File: src/rtl/input_debounce_cond.sv
// Conditions the raw push button and mode switch for the traffic-light controller:
// two-flop synchronisation plus counter-based debounce per channel, and a press pulse.
module input_debounce_cond #(
  parameter int DEBOUNCE_CYCLES = 500000,
  parameter int CNT_W           = 20,
  parameter bit BTN_ACTIVE_LOW  = 1'b1
) (
  input  logic clk_i,
  input  logic rst,
  input  logic button_raw_i,
  input  logic swap_raw_i,
  output logic button_level_o,
  output logic button_pulse_o,
  output logic swap_mode_o
);

  localparam int NCH = 2;
  localparam int CH_BTN = 0;
  localparam int CH_SWP = 1;
  localparam logic [CNT_W-1:0] CNT_ZERO = {CNT_W{1'b0}};
  localparam logic [CNT_W-1:0] CNT_ONE  = CNT_W'(1);
  localparam logic [CNT_W-1:0] CNT_LAST = CNT_W'(DEBOUNCE_CYCLES - 1);

  typedef enum logic [0:0] {
    ST_IDLE  = 1'b0,
    ST_COUNT = 1'b1
  } state_e;

  logic [NCH-1:0]   raw_s;
  logic [NCH-1:0]   s1_q, s1_d;
  logic [NCH-1:0]   s2_q, s2_d;
  logic [NCH-1:0]   stable_q, stable_d;
  state_e           state_q [NCH];
  state_e           state_d [NCH];
  logic [CNT_W-1:0] cnt_q [NCH];
  logic [CNT_W-1:0] cnt_d [NCH];
  logic             pulse_q, pulse_d;

  // Button polarity is normalised so that 1 always means pressed.
  assign raw_s[CH_BTN] = button_raw_i ^ BTN_ACTIVE_LOW;
  assign raw_s[CH_SWP] = swap_raw_i;

  // Synchroniser stages and the per-channel debounce FSM; channels never interact.
  always_comb begin
    s1_d     = raw_s;
    s2_d     = s1_q;
    stable_d = stable_q;
    for (int i = 0; i < NCH; i++) begin
      state_d[i] = state_q[i];
      cnt_d[i]   = cnt_q[i];
      case (state_q[i])
        ST_IDLE: begin
          if (s2_q[i] != stable_q[i]) begin
            state_d[i] = ST_COUNT;
            cnt_d[i]   = CNT_ONE;
          end else begin
            cnt_d[i]   = CNT_ZERO;
          end
        end
        ST_COUNT: begin
          if (s2_q[i] == stable_q[i]) begin
            state_d[i] = ST_IDLE;
            cnt_d[i]   = CNT_ZERO;
          end else if (cnt_q[i] >= CNT_LAST) begin
            // >= keeps the counter from ever running past the terminal value
            stable_d[i] = s2_q[i];
            state_d[i]  = ST_IDLE;
            cnt_d[i]    = CNT_ZERO;
          end else begin
            cnt_d[i]    = cnt_q[i] + CNT_ONE;
          end
        end
        default: begin
          state_d[i] = ST_IDLE;
          cnt_d[i]   = CNT_ZERO;
        end
      endcase
    end
    pulse_d = stable_d[CH_BTN] & ~stable_q[CH_BTN];
  end

  // State registers with synchronous reset.
  always_ff @(posedge clk_i) begin
    if (rst) begin
      s1_q     <= {NCH{1'b0}};
      s2_q     <= {NCH{1'b0}};
      stable_q <= {NCH{1'b0}};
      pulse_q  <= 1'b0;
      for (int i = 0; i < NCH; i++) begin
        state_q[i] <= ST_IDLE;
        cnt_q[i]   <= CNT_ZERO;
      end
    end else begin
      s1_q     <= s1_d;
      s2_q     <= s2_d;
      stable_q <= stable_d;
      pulse_q  <= pulse_d;
      for (int i = 0; i < NCH; i++) begin
        state_q[i] <= state_d[i];
        cnt_q[i]   <= cnt_d[i];
      end
    end
  end

  assign button_level_o = stable_q[CH_BTN];
  assign swap_mode_o    = stable_q[CH_SWP];
  assign button_pulse_o = pulse_q;

endmodule

File: config.mk
export PLATFORM = sky130hd
export DESIGN_NAME = input_debounce_cond
export DESIGN_NICKNAME = d
export VERILOG_FILES = /design/src/rtl/input_debounce_cond.sv
export SDC_FILE = /design/constraint.sdc
export NUM_CORES = 1
export LEC_CHECK = 0
export CORE_MARGIN = 4
export CORE_UTILIZATION = 45
export CTS_CLUSTER_DIAMETER = 100
export DETAILED_ROUTE_END_ITERATION = 16
export DONT_BUFFER_PORTS = 1
export GPL_TIMING_DRIVEN = 0
export PLACE_DENSITY_LB_ADDON = 0.05
export SYNTH_ARGS = -nofsm -noshare
export SYNTH_HDL_FRONTEND = slang
export SYNTH_SLANG_ARGS = --single-unit
File: constraint.sdc
create_clock -name clk_i -period 4.3 [get_ports clk_i]
set_input_delay 0.43 -clock clk_i [delete_from_list [all_inputs] [get_ports clk_i]]
set_output_delay 0.43 -clock clk_i [all_outputs]
set_load 0.01 [all_outputs]
# [Word-level counts from Yosys, hierarchy flattened]
# Memory sizes are Yosys's and may differ from the RTL's.
# Index checks and enable logic that the tools add are counted.
[classes] mux=26 n_reduce_logical=1 n_bitwise=10 n_lt_le_gt_ge=2 eq_ne=4 n_addsub=2
[op_table] op="20-bit 2-to-1 mux" count=6
[op_table] op="20-bit one-hot mux with 2 select lines" count=2
[op_table] op="20-bit by 1-bit adder with 20-bit output (second input constant)" count=2
[op_table] op="20-bit by 19-bit greater-or-equal comparator with 1-bit output (second input constant)" count=2
[op_table] op="1-bit 2-to-1 mux" count=16
[op_table] op="1-bit inverter" count=5
[op_table] op="1-bit bitwise OR" count=4
[op_table] op="1-bit one-hot mux with 2 select lines" count=2
[op_table] op="3-bit AND reduction" count=1
[op_table] op="1-bit equality test" count=2
[op_table] op="1-bit inequality test" count=2
[op_table] op="1-bit AND" count=1
[word_totals] word_cells=52 ram_bits=42 n_memories=2 input_bits=4 register_bits=7
[mem_list] memory="cnt_q" words=2 width=20 read_ports=2 rd_clocked_by_memory_dff=0 wr=2 line="35" rtl="logic [CNT_W-1:0] cnt_q [NCH];"
[mem_list] memory="state_q" words=2 width=1 read_ports=2 rd_clocked_by_memory_dff=0 wr=2 line="33" rtl="state_e state_q [NCH];"

# [Depth between registers and ports, before layout]
# Gate-level depths: netlist (run 1).
# An unclocked memory read counts as a cell.
[depth] ltp_word=6 mapped_depth=7 depth_no_buf=5

# [Least setup slack after synthesis (run 1)]
# No wires, ideal clock.
[synth_path] kind="flip-flop to flip-flop" start="memory cnt_q[0][0]" end="register stable_q[0]" path_slack_ns=2.574 n_path_buf=1 path_stages_with_launch=7 arrival_ns=1.599 required_time_ns=4.173 cell_sequence="dfxtp_1 ha_1 nand4_1 and3_1 clkbuf_1 o2111a_1 or3_1"
[synth_lines] element="from (decl)" line="35"
[synth_lines] element="to (signal assigned)" line="87" rtl="stable_q <= {NCH{1'b0}};"
[synth_lines] element="to (signal assigned)" line="96" rtl="stable_q <= stable_d;"
[synth_lines] element="to (decl)" line="32" rtl="logic [NCH-1:0] stable_q, stable_d;"

==> metrics.txt, run 1 <==
status=finished clean; initial antenna violation count=0; overall routing resource usage=0.1390; sw frac=0.1870; Internal Dissipation=0.6512 mW; die width=77.34 um; largest net degree at the start of global routing=15; Core Box Area=4504 um2; combinational power share=0.012; post-layout util=0.5214; htree depth=2; cell family with the largest share of critical-path delay=buffers and inverters; CP max FO=10; root buffer cell=clkbuf_8; First-pass DRT Iterations=4; num ports=7; post-route setup TNS=0 ns; Std-Cell Rows=24; slowest CP cell=o211ai_2; startpoint types=register; layout cells sized above 1=0.06800; Post-Syn Area=2163 um2; clock tree from TritonCTS=yes; postcts setup bufs=0; Longest Clk Path Bufs=2; Reg power frac=0.576; leak pwr=a little under 0.8 nW; CTS Buf Count=5; initial core utilization=0.4803; Fmax=roughly 470 MHz; CTS hold repair buffers=0; vias in the first global route=1452; Final ANT Viol Nets=0; min cycle time layout=2.126 ns; Final Max Slew Viols=0; DRC viols=0; cell count after synthesis=roughly 240; CP Capture Type=register; final period utilization=0.4944; WL/cell=12.65 um; syn avg cell area=approximately 9 um2; CP cell instances=ha_1 > and4_2 > buf_2 > nor3_2 > o211ai_2 > clkbuf_1 > nor2_1; clk slew on worst S/H paths=0.08 ns; filler instances=about 430; via count=around 1700; post-DP HPWL=2.733 mm; CP Buf/Inv Count=2; worst-skew pair later-pin latency=a little under 0.3 ns; RSZ-0062 raised after global routing=no; final clock skew=0.007679 ns; Max rail drop VDD=0.1779 mV; Ant. Diodes=0; sequential share of the synthesized area=0.4534; Clock Sinks=49; Arr. time, crit path=2.29 ns; Async SR Flop Fraction=0; HP Class=primary input to register; first-pass GRT wire length=6.858 mm; Synth Register Bits=between 40 and 50; final setup violation count=0; Synth cell types=38; Clk network pwr share=0.413; die area=5981 um2; Total Wirelength=3.819 mm; nets=255; grt total ovfl=0; pwr dens=between 300 and 400 nW/um2; slowest stage delay, CP=0.43 ns; Ys Warns=0; Chip Height=77.34 um; PortBufs=0; total of max-cap violations=0; gp weighted congestion=0.7621; CP Class=register to register; Area Growth Syn to Fin=8.560%; Synth Flop Type=dfxtp_1; Final Hold Vio Count=0; Design Power=0.8010 mW; Iter 0 DRT Violations=74; post_cts resized=0; number of synthesized flops with an enable pin=0; Vias/cell=roughly 5.5; WP data required=4.47 ns; P_sw=0.1498 mW
[synthesized netlist by cell type (7+ instances only)]
master | number | area [um2]
nand4_1 | 13 | 81.33
inv_1 | 10 | 37.54
xnor2_1 | 11 | 96.34
nor2_1 | 32 | 120.1
nor3_1 | 7 | 35.03
nand3_1 | 12 | 60.06
nand2_1 | 10 | 37.54
xor2_1 | 16 | 140.1
dfxtp_1 | 49 | 980.9
a21oi_1 | 11 | 55.05
and4_1 | 8 | 70.07
or3_1 | 8 | 50.05
[cells in the final DEF (no fill, tap or decap), types with 3 or more instances in the layout]
master and count:
o31ai_1 3, nor3_1 7, xor2_1 16, nor4b_1 3, nand2_1 10, clkbuf_1 3, clkbuf_8 6, o21ai_0 6
dfxtp_1 49, and4_1 8, nor2_1 32, or3_1 8, nand3_1 12, buf_2 3, xnor2_1 11, or4_1 5
nor2b_1 3, nand4_1 13, a21oi_1 11, inv_1 10, and3_1 4
[final timing paths]
check / startpoint / endpoint / slack, ns / depth (start not counted)
setup / recovery: cnt_q[0][20]$_SDFF_PP0_ / cnt_q[0][32]$_SDFF_PP0_ / 2.17 / 7
hold / removal: button_raw_i / s1_q[0]$_SDFF_PP0_ / 0.19 / 1
hold reg to reg: s1_q[1]$_SDFF_PP0_ / s2_q[1]$_SDFF_PP0_ / 0.44 / 1
setup reg to reg: cnt_q[0][20]$_SDFF_PP0_ / cnt_q[0][32]$_SDFF_PP0_ / 2.17 / 7
[power groups by stage]
stage / clock network (mW) / registers (mW) / logic [mW]
after floorplan: 0 / 0.471 / 0.00767
after global placement: 0 / 0.472 / 0.00930
after detailed placement: 0 / 0.472 / 0.00931
after CTS: 0.346 / 0.461 / 0.00940
after global routing: 0.364 / 0.462 / 0.0108
final: 0.330 / 0.461 / 0.00937
[worst register-to-register path: stages (launching register included)]
cell and delay [ns]:
dfxtp_1 0.38, ha_1 0.22, and4_2 0.21, buf_2 0.16, nor3_2 0.08, o211ai_2 0.43
clkbuf_1 0.41, nor2_1 0.10
[layout make-up]
cell class	instances	area (um2)	share of cell area
multi-input cells	178	1126	0.4795
flip-flops and latches	49	980.9	0.4177
clock buffers	7	86.33	0.03676
well taps	52	65.06	0.02770
inverters	10	37.54	0.01598
clock inverters	1	30.03	0.01279
plain buffers	5	22.52	0.009590
[flip-flops by register name (all words and copies together), names as in the netlist]
signal and flops:
button_pulse_o 1, cnt_q 40, s1_q 2, s2_q 2, stable_q 2, state_q 2
[stage by stage]
step	instances	hold WS [ns]	cell area, um2	setup slack (ns)
finish	302	0.1921	2349	2.174
global route	302	0.1643	2349	1.907
CTS	302	0.1762	2349	2.136
detailed placement	294	0.4245	2232	2.154
global placement	294	0.4189	2232	2.170
floorplan	242	0.4138	2167	2.574
[kinds of logic (layout without fill, tap and decap cells)]
logic type,count (synthesis),in the layout,share of synthesized area
AND/OR/NAND/NOR,113,113,0.2880
flip-flops,49,49,0.4534
AO/OA/AOI/OAI,34,34,0.1082
XOR/XNOR,27,27,0.1093
buffers and inverters,15,23,0.02776
adder cells (fa/ha/maj),2,2,0.01157
other,1,2,0.001733
[layer usage]
layer  part of all wire  GRT usage  wire length [um]
met5                  0          0                 0
met2               0.39     0.1796              1474
met4             0.0050    0.03737                19
met3              0.039    0.04282               150
met1               0.57     0.2181              2176
(Power assumes the default switching activity.)
==> inputs of run 2 (changes only) <==
clock period = 2.09 ns   (was 4.3 ns; I/O delays follow)
==> run 2 against run 1 <==
Net effect: non-clock buffer count grew 6; combinational power grew to 2.6 times the previous value; sequential cell count is the same; largest power group unchanged; critical path type unchanged.
==> metrics.txt, run 2 (synthesis gave the netlist of run 1 again) <==
Core Box Area=4504 um2; Final Max Slew Viols=0; total of max-cap violations=0; slowest stage delay, CP=0.50 ns; RSZ-0062 raised after global routing=no; Setup crit end=cnt_q[0][36]$_SDFF_PP0_; worst setup margin=0.1982 ns; die area=5981 um2; clk slew on worst S/H paths=0.09 ns; post-route design area=~2400 um2; clock tree from TritonCTS=yes; die width=just under 80 um; Vias/cell=5.519; initial antenna violation count=0; commonest non-fill, non-tap cell in the layout=dfxtp_1; Clock Sinks=49; status=finished clean; Hold Path Depth=1; PortBufs=0; CP max FO=6; Total Wirelength=3.890 mm; max reg flops=40; final hold slack=0.04488 ns; R2R setup slack=0.20 ns; CP Class=register to register; nets=261; largest net degree at the start of global routing=15; via count=between 1500 and 2000; startpoint types=register; CP cell instances=ha_1 > and4_2 > buf_2 > nand3_1 > or4_1 > a21oi_1; Final Hold Vio Count=0; Final ANT Viol Nets=0; First-pass DRT Iterations=6; Longest Clk Path Bufs=2; initial core utilization=0.4803; Crit. Startpoint=cnt_q[0][20]$_SDFF_PP0_; Finished Layout Cells=308; dpl cell area=2232 um2; num ports=7; most frequent cells in the layout=dfxtp_1, nor2_1, xor2_1; post-route setup TNS=0 ns; Chip Height=77.34 um; DRC viols=0; slowest CP cell=or4_1; final setup violation count=0; layout cells sized above 1=0.08594; Worst-Margin Slew=0.5102 ns; post-DP HPWL=2.733 mm; vias in the first global route=1479; htree depth=2; reg2reg end=cnt_q[0][36]$_SDFF_PP0_; Post-Place Setup Slack=-0.05627 ns; Area Growth Syn to Fin=12.15%; final period utilization=0.9052; first-pass GRT wire length=6.969 mm; Worst slew margin=0.6599; RR Startpoint=cnt_q[0][20]$_SDFF_PP0_; root buffer cell=clkbuf_8; Ant. Diodes=0; Arr. time, crit path=2.11 ns; Max rail drop VDD=0.3618 mV; Fmax=between 500 and 600 MHz; overall routing resource usage=0.1416; worst-skew pair later-pin latency=roughly 0.29 ns; CTS Buf Count=5; min cycle time layout=between 1.5 and 2 ns; post-layout util=0.5386; Design Power=1.657 mW; leak pwr=slightly above 0.8 nW; Iter 0 DRT Violations=85; grt total ovfl=0; CP Capture Type=register; final clock skew=0.008267 ns; WL/cell=12.63 um; Top reg by flops=cnt_q; WP data required=2.31 ns; pwr dens=683.1 nW/um2; HP Class=primary input to register; gp weighted congestion=approximately 0.76; r2r worst-path depth=6; Std-Cell Rows=24; dpl cells=294
[run 2: changes by cell type in the layout (fill, tap and decap cells not counted), sizes merged]
cell and delta:
clkbuf -1, buf +5, dlygate4sd3 +2
[run 2: repair_timing]
action                                  in CTS  in global routing
endpoints found under the setup margin      20                 21
endpoints found under the hold margin        4                  0
hold buffers                                 2                  0
pin swaps                                    0                  2
gates cloned                                 0                  0
buffers inserted                             0                  4
resized for setup                            2                  5
[run 2: cell type report]
| class | instances | area [um2] |
|---|---|---|
| Buffer | 5 | 26.28 |
| Clock buffer | 7 | 86.33 |
| Clock inverter | 1 | 30.03 |
| Fill cell | 418 | 2078 |
| Inverter | 10 | 37.54 |
| Multi-Input combinational cell | 178 | 1150 |
| Sequential cell | 49 | 980.9 |
| Tap cell | 52 | 65.06 |
| Timing Repair Buffer | 6 | 50.05 |
[run 2: how the worst min path moves through the flow]
stage                             from  slack, ns                 end
after detailed placement  button_raw_i       0.28  s1_q[0]$_SDFF_PP0_
final                       swap_raw_i       0.04  s1_q[1]$_SDFF_PP0_
after global routing        swap_raw_i       0.06  s1_q[1]$_SDFF_PP0_
after global placement    button_raw_i       0.28  s1_q[0]$_SDFF_PP0_
after floorplan           button_raw_i       0.28  s1_q[0]$_SDFF_PP0_
after CTS                   swap_raw_i       0.04  s1_q[1]$_SDFF_PP0_
[run 2: report_power, final]
part           leakage (nW)  switching [mW]  internal [mW]
Clock                0.0585           0.294          0.390
Sequential            0.397         0.00686          0.942
Combinational         0.375          0.0135         0.0105
Total                 0.830           0.315           1.34
[run 2: worst max-delay path: cells and delay by family (launching register included)]
| family | cells | cell delay (ns) |
|---|---|---|
| buffers and inverters | 1 | 0.18 |
| adder cells (fa/ha/maj) | 1 | 0.22 |
| AO/OA/AOI/OAI | 1 | 0.14 |
| AND/OR/NAND/NOR | 3 | 0.89 |
| flip-flops | 1 | 0.39 |
[run 2: routing by layer]
metal | global-route usage | share of wire | up-vias
met5 | 0 | 0 | -
met4 | 0.03737 | 0.012 | 0
met3 | 0.04398 | 0.033 | 5
met2 | 0.1883 | 0.40 | 20
met1 | 0.2178 | 0.56 | 783
li1 | - | - | 892
